## src/rtl/aes_v1_mixcol.sv

```systemverilog
// ---------------------------------------------------------------------------
// aes_v1_mixcol
//
// Purpose:
//   MixColumns / InvMixColumns stage that sits after the v1 AES SubBytes unit.
//   One 32-bit state column comes in on a valid/ready handshake. The result is
//   registered and held on a valid/ready handshake until it is consumed.
//
//   With INV_TWO_STEP = 1, InvMixColumns is done as a preprocessing pass
//   followed by the forward MixColumns. Both passes use the same MixColumns
//   datapath, so decryption takes two cycles. With INV_TWO_STEP = 0, the
//   preprocessing and MixColumns are chained combinationally, so decryption
//   takes one cycle.
//
// Ports:
//   g_clk      in   1   clock, all state updates on the rising edge
//   g_reset    in   1   synchronous reset, active-high
//   in_valid   in   1   rs1/dec are valid this cycle
//   in_ready   out  1   stage can accept (transfer when in_valid & in_ready)
//   dec        in   1   0 = MixColumns, 1 = InvMixColumns (sampled on accept)
//   rs1        in   32  column {a3,a2,a1,a0}, a0 = rs1[7:0]
//   out_valid  out  1   rd holds a result
//   out_ready  in   1   consumer takes rd when out_valid & out_ready
//   rd         out  32  result {b3,b2,b1,b0}; zero when out_valid = 0
//   busy       out  1   stage is not idle
// ---------------------------------------------------------------------------
module aes_v1_mixcol #(
  parameter bit INV_TWO_STEP = 1'b1
) (
  input  logic        g_clk,
  input  logic        g_reset,
  input  logic        in_valid,
  output logic        in_ready,
  input  logic        dec,
  input  logic [31:0] rs1,
  output logic        out_valid,
  input  logic        out_ready,
  output logic [31:0] rd,
  output logic        busy
);

  typedef enum logic [1:0] {
    IDLE = 2'd0,
    PRE  = 2'd1,
    OUT  = 2'd2
  } state_t;

  state_t      state_q, state_d;
  logic [31:0] result_q, result_d;

  logic        accept;
  logic [31:0] pre_out;
  logic [31:0] mix_in;
  logic [31:0] mix_out;

  // Multiply by x in GF(2^8), reduction polynomial 0x11B.
  function automatic logic [7:0] xtime(input logic [7:0] x);
    xtime = {x[6:0], 1'b0} ^ (x[7] ? 8'h1B : 8'h00);
  endfunction

  // Forward MixColumns on one column. The 3*a term is formed as 2*a ^ a,
  // so each byte needs only one xtime.
  function automatic logic [31:0] mix_col(input logic [31:0] c);
    logic [7:0] a [4];
    logic [7:0] x2 [4];
    logic [7:0] b [4];
    for (int i = 0; i < 4; i++) begin
      a[i]  = c[8*i +: 8];
      x2[i] = xtime(c[8*i +: 8]);
    end
    for (int i = 0; i < 4; i++) begin
      b[i] = x2[i] ^ x2[(i+1)%4] ^ a[(i+1)%4] ^ a[(i+2)%4] ^ a[(i+3)%4];
    end
    mix_col = {b[3], b[2], b[1], b[0]};
  endfunction

  // Preprocessing that turns the forward MixColumns into InvMixColumns:
  // the even bytes both get 4*(a0^a2), and the odd bytes both get 4*(a1^a3).
  function automatic logic [31:0] pre_col(input logic [31:0] c);
    logic [7:0] u;
    logic [7:0] v;
    u = xtime(xtime(c[7:0]  ^ c[23:16]));
    v = xtime(xtime(c[15:8] ^ c[31:24]));
    pre_col = {c[31:24] ^ v, c[23:16] ^ u, c[15:8] ^ v, c[7:0] ^ u};
  endfunction

  assign pre_out = pre_col(rs1);

  // The single MixColumns instance. In PRE it finishes the held preprocessed
  // column. Otherwise it works on the incoming column, which is preprocessed
  // first for a dec accept. In two-step mode the dec-accept value is never
  // stored, because that path loads pre_out instead.
  always_comb begin
    mix_in = rs1;
    if (state_q == PRE) begin
      mix_in = result_q;
    end else if (dec) begin
      mix_in = pre_out;
    end
  end

  assign mix_out = mix_col(mix_in);

  // Handshake outputs. in_ready is the only output that depends on a live
  // input (out_ready), and only in OUT, so a result can be handed over and
  // the next column taken in the same cycle.
  always_comb begin
    in_ready  = 1'b0;
    out_valid = 1'b0;
    rd        = 32'h0;
    busy      = (state_q != IDLE);
    case (state_q)
      IDLE: begin
        in_ready = 1'b1;
      end
      OUT: begin
        in_ready  = out_ready;
        out_valid = 1'b1;
        rd        = result_q;
      end
      default: begin
        in_ready = 1'b0;
      end
    endcase
  end

  assign accept = in_valid & in_ready;

  // Next state and result register. An accept from OUT is treated exactly
  // like an accept from IDLE, which gives back-to-back throughput.
  always_comb begin
    state_d  = state_q;
    result_d = result_q;
    case (state_q)
      IDLE, OUT: begin
        if (accept) begin
          if (dec && INV_TWO_STEP) begin
            result_d = pre_out;
            state_d  = PRE;
          end else begin
            result_d = mix_out;
            state_d  = OUT;
          end
        end else if (state_q == OUT && out_ready) begin
          state_d = IDLE;
        end
      end
      PRE: begin
        result_d = mix_out;
        state_d  = OUT;
      end
      default: begin
        state_d = IDLE;
      end
    endcase
  end

  // State register. Reset drops any pending column.
  always_ff @(posedge g_clk) begin
    if (g_reset) begin
      state_q  <= IDLE;
      result_q <= 32'h0;
    end else begin
      state_q  <= state_d;
      result_q <= result_d;
    end
  end

endmodule

```

## config.mk

```make
export PLATFORM = sky130hd
export DESIGN_NAME = aes_v1_mixcol
export DESIGN_NICKNAME = d
export VERILOG_FILES = /design/src/rtl/aes_v1_mixcol.sv
export SDC_FILE = /design/constraint.sdc
export NUM_CORES = 1
export LEC_CHECK = 0
export BUFFER_PORTS_ARGS = -buffer_cell sky130_fd_sc_hd__buf_4
export CAP_MARGIN = 10
export CORE_ASPECT_RATIO = 1.75
export CORE_UTILIZATION = 55
export CTS_BUF_LIST = sky130_fd_sc_hd__clkbuf_8
export CTS_CLUSTER_SIZE = 40
export DETAILED_ROUTE_END_ITERATION = 10
export PLACE_DENSITY_LB_ADDON = 0.05
export SLEW_MARGIN = 5
export SYNTH_ARGS = -nofsm -noshare
export SYNTH_HDL_FRONTEND = slang
export SYNTH_SLANG_ARGS = --single-unit
```

## constraint.sdc

```tcl
create_clock -name g_clk -period 3 [get_ports g_clk]
set_input_delay 0.3 -clock g_clk [delete_from_list [all_inputs] [get_ports g_clk]]
set_output_delay 0.3 -clock g_clk [all_outputs]
set_load 0.1 [all_outputs]
```

**After elaboration in Yosys (flattened, before gate mapping)**

Cells that the tools add are included.

- Register bits: 34
- Bits of input ports: 37
- Output and inout bits: 35
- Word-level logic and storage cells: 63

- Equal/unequal tests: 4
- Muxes and demuxes: 20
- Bitwise logic cells: 31
- Reduce and logical (&&, ||, !) cells: 6

Operators with widths:

| cell | count |
|---|---|
| $xor 8x8->8 | 22 |
| $mux 32 | 5 |
| $pmux 32 s2 | 1 |
| $xor 8x5->8 | 8 |
| $mux 5 | 8 |
| $mux 2 | 3 |
| $pmux 2 s2 | 1 |
| $reduce_bool 2->1 | 2 |
| $ne 3x3->1 const B | 1 |
| $eq 2x1->1 const B | 1 |
| $eq 2x2->1 const B | 1 |
| $logic_not 2->1 | 1 |
| $ne 2x2->1 const B | 1 |
| $pmux 1 s2 | 1 |
| $reduce_and 2->1 | 1 |
| $reduce_or 2->1 | 1 |
| $and 1x1->1 | 1 |
| $logic_and 1x1->1 | 1 |
| $mux 1 | 1 |

**Longest topological paths before layout**

- Depth in word-level cells: 17
- Mapped depth: 11
- Depth with buffers taken out: 8

**Worst setup path after synthesis**

OpenSTA, ideal clock, no wires.

- Path kind: register -> output
- Start: register state_q[1]
- End: output port rd[22]
- Data arrival time: 2.514 ns
- Required time: 2.700 ns
- Path slack: 0.186 ns
- Cell stages (with the launch flop): 4
- Buffers on the path: 1
- Cells stage by stage: dfxtp_1 nor2b_1 clkbuf_1 and2_1

- Word-level cells in the longest chain between the ends: 2

Ends and longest elaborated chain:

| item | RTL line | RTL |
|---|---|---|
| start, declared | 48 | `state_t state_q, state_d;` |
| start signal, assigned | 164 | `state_q <= state_d;` |
| $eq 2x2->1 | 112 | `case (state_q)` |
| $mux 32 | 112 |  |
| end, declared | 38 | `output logic [31:0] rd,` |

No other way between the ends.

**Worst setup path after layout**

- Start: register state_q[1]
- End: register result_q[2]

- Word-level cells in the longest chain between the ends: 10
- Elaborated cells between the ends (all ways): 19
- Those cells by class: 3 x eq/ne; 5 x mux; 7 x bitwise; 4 x reduce/logical

Ends and longest elaborated chain:

| item | RTL line | RTL |
|---|---|---|
| $eq 2x1->1 | 95, 134 |  |
| $mux 32 | 95 | `if (state_q == PRE) begin` |
| $xor 8x5->8 | 58 | `xtime = {x[6:0], 1'b0} ^ (x[7] ? 8'h1B : 8'h00);` |
| $xor 8x8->8 (4 in a row) | 72 | `b[i] = x2[i] ^ x2[(i+1)%4] ^ a[(i+1)%4] ^ a[(i+2)%4] ^ a[(i+3)%4];` |
| $mux 32 | 137 | `if (dec && INV_TWO_STEP) begin` |
| $mux 32 | 136 | `if (accept) begin` |
| $pmux 32 s2 | 134 | `case (state_q)` |
| end signal, assigned | 165 | `result_q <= result_d;` |
| end, declared | 49 | `logic [31:0] result_q, result_d;` |

Several ways; a longest one is shown, not always the timed one. The select of a mux whose other input is x is not followed.
A chain may end at the register's enable or synchronous reset.

==> results_dict.tcl <==
set metrics [dict create \
    status "complete, no violations" \
    synth-main-ff-cell "dfxtp_1" \
    slew_violations 0 \
    place.gp.congestion 0.914 \
    crit_buf_inv 0 \
    comb_power_share_pct 67.2 \
    final-hold-violation-count 0 \
    powerDensity_nw_per_um2 583 \
    n_fill_cell 782 \
    cts_buffers 5 \
    firstDrtPassIters 5 \
    slew_headroom_pct 42.5 \
    cp_max_fo 19 \
    fin_setup_tns_ns 0 \
    cts_setup_buffers 0 \
    max_slew.worst_pin.slew_ns 0.859 \
    overflow 0 \
    cp.arrival_ns 2.95 \
    die_y_um 124 \
    drt-total-wl_mm 15.2 \
    clock_path_buffers 2 \
    p_total_mw 3.22 \
    ant_nets 0 \
    die_x_um 71.5 \
    hp-class "in -> reg" \
    cap_violations 0 \
    finalCritPeriodShare_pct 90.8 \
    vdd_drop_max_v 0.000321 \
    p_switching_mw 1.50 \
    drtIter0Drc 342 \
    clkTransAtPathRegs_ns 0.08 \
    track_usage_pct 35.5 \
    post-route-cell-area_um2 5530 \
    critPathLaunchType "flop" \
    ys_seq_area_share_pct 14.6 \
    vias_per_cell 6.07 \
    cts_tree "done" \
    power_frac_seq_pct 20.9 \
    fin_skew_ns 0.00291 \
    p_leak_nw 2.23 \
    synth_cells 599 \
    synth_edf_count 0 \
    crit_type "reg -> reg" \
    drive_gt1_share_pct 21.0 \
    dp_hpwl_mm 11.6 \
    synth.net_count 636 \
    io_buffers 71 \
    reg2reg_slack_ns 0.28 \
    fin_crit_ns 2.72 \
    path_cells "nor2b_4 > nor2_1 > o21ai_0 > a221oi_2 > xor2_1 > and3_1 > nor3b_1" \
    syn_area_per_cell_um2 7.77 \
    finalHoldWorstSlack_ns 0.360 \
    nNetsFinal 711 \
    ctsHoldBuffers 0 \
    ys_warn_count 0 \
    clkLatencyLatePin_ns 0.30 \
    io_pins 72 \
    synth_cell_types 60 \
    ys_seq_elements 34 \
    p_int_mw 1.73 \
    end_kind "flop" \
    syn_to_final_growth_pct 18.9 \
    routedWlPerCell_um 19.8 \
    grt_first_pass_wirelength_mm 23.8 \
    cts_root_buf "clkbuf_8" \
    swShare_pct 46.5 \
    n_antenna_cell 0 \
    max_stage_delay_ns 0.68 \
    async_flop_share_pct 0 \
    row_count 44 \
    antenna_found_initial 0 \
    grt_pass1_vias 4643 \
    netlist_area_um2 4650 \
    dieArea_um2 8850 \
    cp_slowest_cell "nor2_1" \
    grt_setup_unrepaired "no" \
    cp_top_family "simple AND/OR/NAND/NOR gates" \
    grt_max_degree 36 \
    post_cts_resized 0 \
    fmax_ghz 0.367 \
    worstPathRequired_ns 3.23 \
    core_um2 8260 \
    cts.sinks 34 \
    h-tree-depth 2 \
    num_vias 4659 \
    drcViolationCount 0 \
    dpl_cell_area_um2 5440 \
    setup_violations 0 \
    clock_power_share_pct 11.8 \
    start_util_pct 56.4 \
]
[worst reg2reg max path, delay by kind of cell, from the launching register on]
family           cells  cell delay (ns)
XOR/XNOR             1             0.16
AND/OR/NAND/NOR      4             1.23
AO/OA/AOI/OAI        2             0.83
flip-flops           1             0.44
[per-stage QoR]
stage / utilization (%) / setup WS [ns] / std cells
CTS: 67.0 / 0.320 / 767
finish: 67.0 / 0.277 / 767
floorplan: - / 0.186 / 599
global route: 67.0 / 0.0934 / 767
global placement: 65.9 / 0.133 / 759
detailed placement: 65.9 / 0.0822 / 759
[cell type report]
cell class | count | area, um^2 | area share, %
clock buffers | 6 | 82.6 | 1.49
multi-input cells | 521 | 3820 | 69.0
inverters | 3 | 11.3 | 0.204
repair buffers | 109 | 818 | 14.8
well taps | 92 | 115 | 2.08
clock inverters | 2 | 8.76 | 0.158
flip-flops and latches | 34 | 681 | 12.3
[worst paths after layout]
path,start,endpoint,cells after the start
setup / recovery,state_q[1],result_q[2],7
hold / removal,out_ready,state_q[1],4
setup reg to reg,state_q[1],result_q[2],7
hold reg to reg,result_q[24],result_q[24],2
[cells by family after synthesis]
family / Yosys count / share of synthesized area (%)
buf+inv: 44 / 3.68
simple gates: 174 / 18.2
xor+xnor: 196 / 41.1
compound gates: 149 / 21.9
flops: 34 / 14.6
mux: 2 / 0.511
[cell usage after synthesis, types with 2 or more instances]
cell type / number / area [um^2]
or2_2: 2 / 12.5
xnor3_2: 2 / 47.6
a21boi_0: 3 / 22.5
nor3_1: 18 / 90.1
a21oi_1: 28 / 140
o22ai_1: 23 / 144
or3_1: 7 / 43.8
nand3_1: 4 / 20.0
a211oi_1: 9 / 67.6
xnor2_2: 3 / 48.8
and2_1: 34 / 213
a31oi_2: 3 / 37.5
a22oi_1: 9 / 67.6
a222oi_1: 4 / 40.0
buf_2: 5 / 25.0
and3_1: 7 / 43.8
o21ai_0: 28 / 140
buf_1: 8 / 30.0
a211o_1: 3 / 26.3
nand2b_1: 5 / 31.3
clkbuf_1: 28 / 105
nor2b_1: 2 / 12.5
nor4_1: 2 / 12.5
a31oi_1: 9 / 56.3
nor2_1: 44 / 165
xnor3_1: 6 / 135
inv_1: 3 / 11.3
a211oi_2: 2 / 25.0
a21o_1: 2 / 15.0
o211ai_1: 7 / 52.6
o21a_1: 3 / 22.5
xor2_1: 60 / 526
or4_1: 3 / 22.5
dfxtp_1: 34 / 681
xnor2_1: 121 / 1060
xnor2_4: 2 / 55.1
nand2_1: 43 / 161
[power by group through the flow]
stage / sequential, mW / combinational (mW) / clock, mW
after CTS: 0.670 / 2.16 / 0.385
after floorplan: 0.635 / 1.67 / 0
after global routing: 0.686 / 2.32 / 0.402
after detailed placement: 0.680 / 2.15 / 0
final: 0.675 / 2.17 / 0.381
after global placement: 0.676 / 2.12 / 0
[cell usage in the layout (no fill, tap or decap), drive strengths merged, types with 3 or more instances in the layout]
cell and n:
xor2 61, o21a 3, a21oi 29, xnor3 8, a21boi 3, a222oi 4
o22ai 23, a211o 3, or4 3, nor2 44, a31oi 12, nand2 44
nand3 4, o211ai 7, nor3 18, o21ai 31, clkbuf 6, and3 7
a22oi 9, nand2b 5, buf 109, inv 4, xnor2 126, dfxtp 34
a211oi 11, or3 7, and2 34
[metal layers]
layer  wire length (um)  track usage, %  up-vias
met5                  0               0        -
met4                863            24.0        0
met3                898            4.05       54
met2               7920            65.2      194
met1               5520            37.7     2192
li1                   -               -     2219
[sequential cells by signal, summed over array words and instances, names as in the netlist]
name      flops
state_q       2
result_q     32
Power figures use the tool's default switching activity.
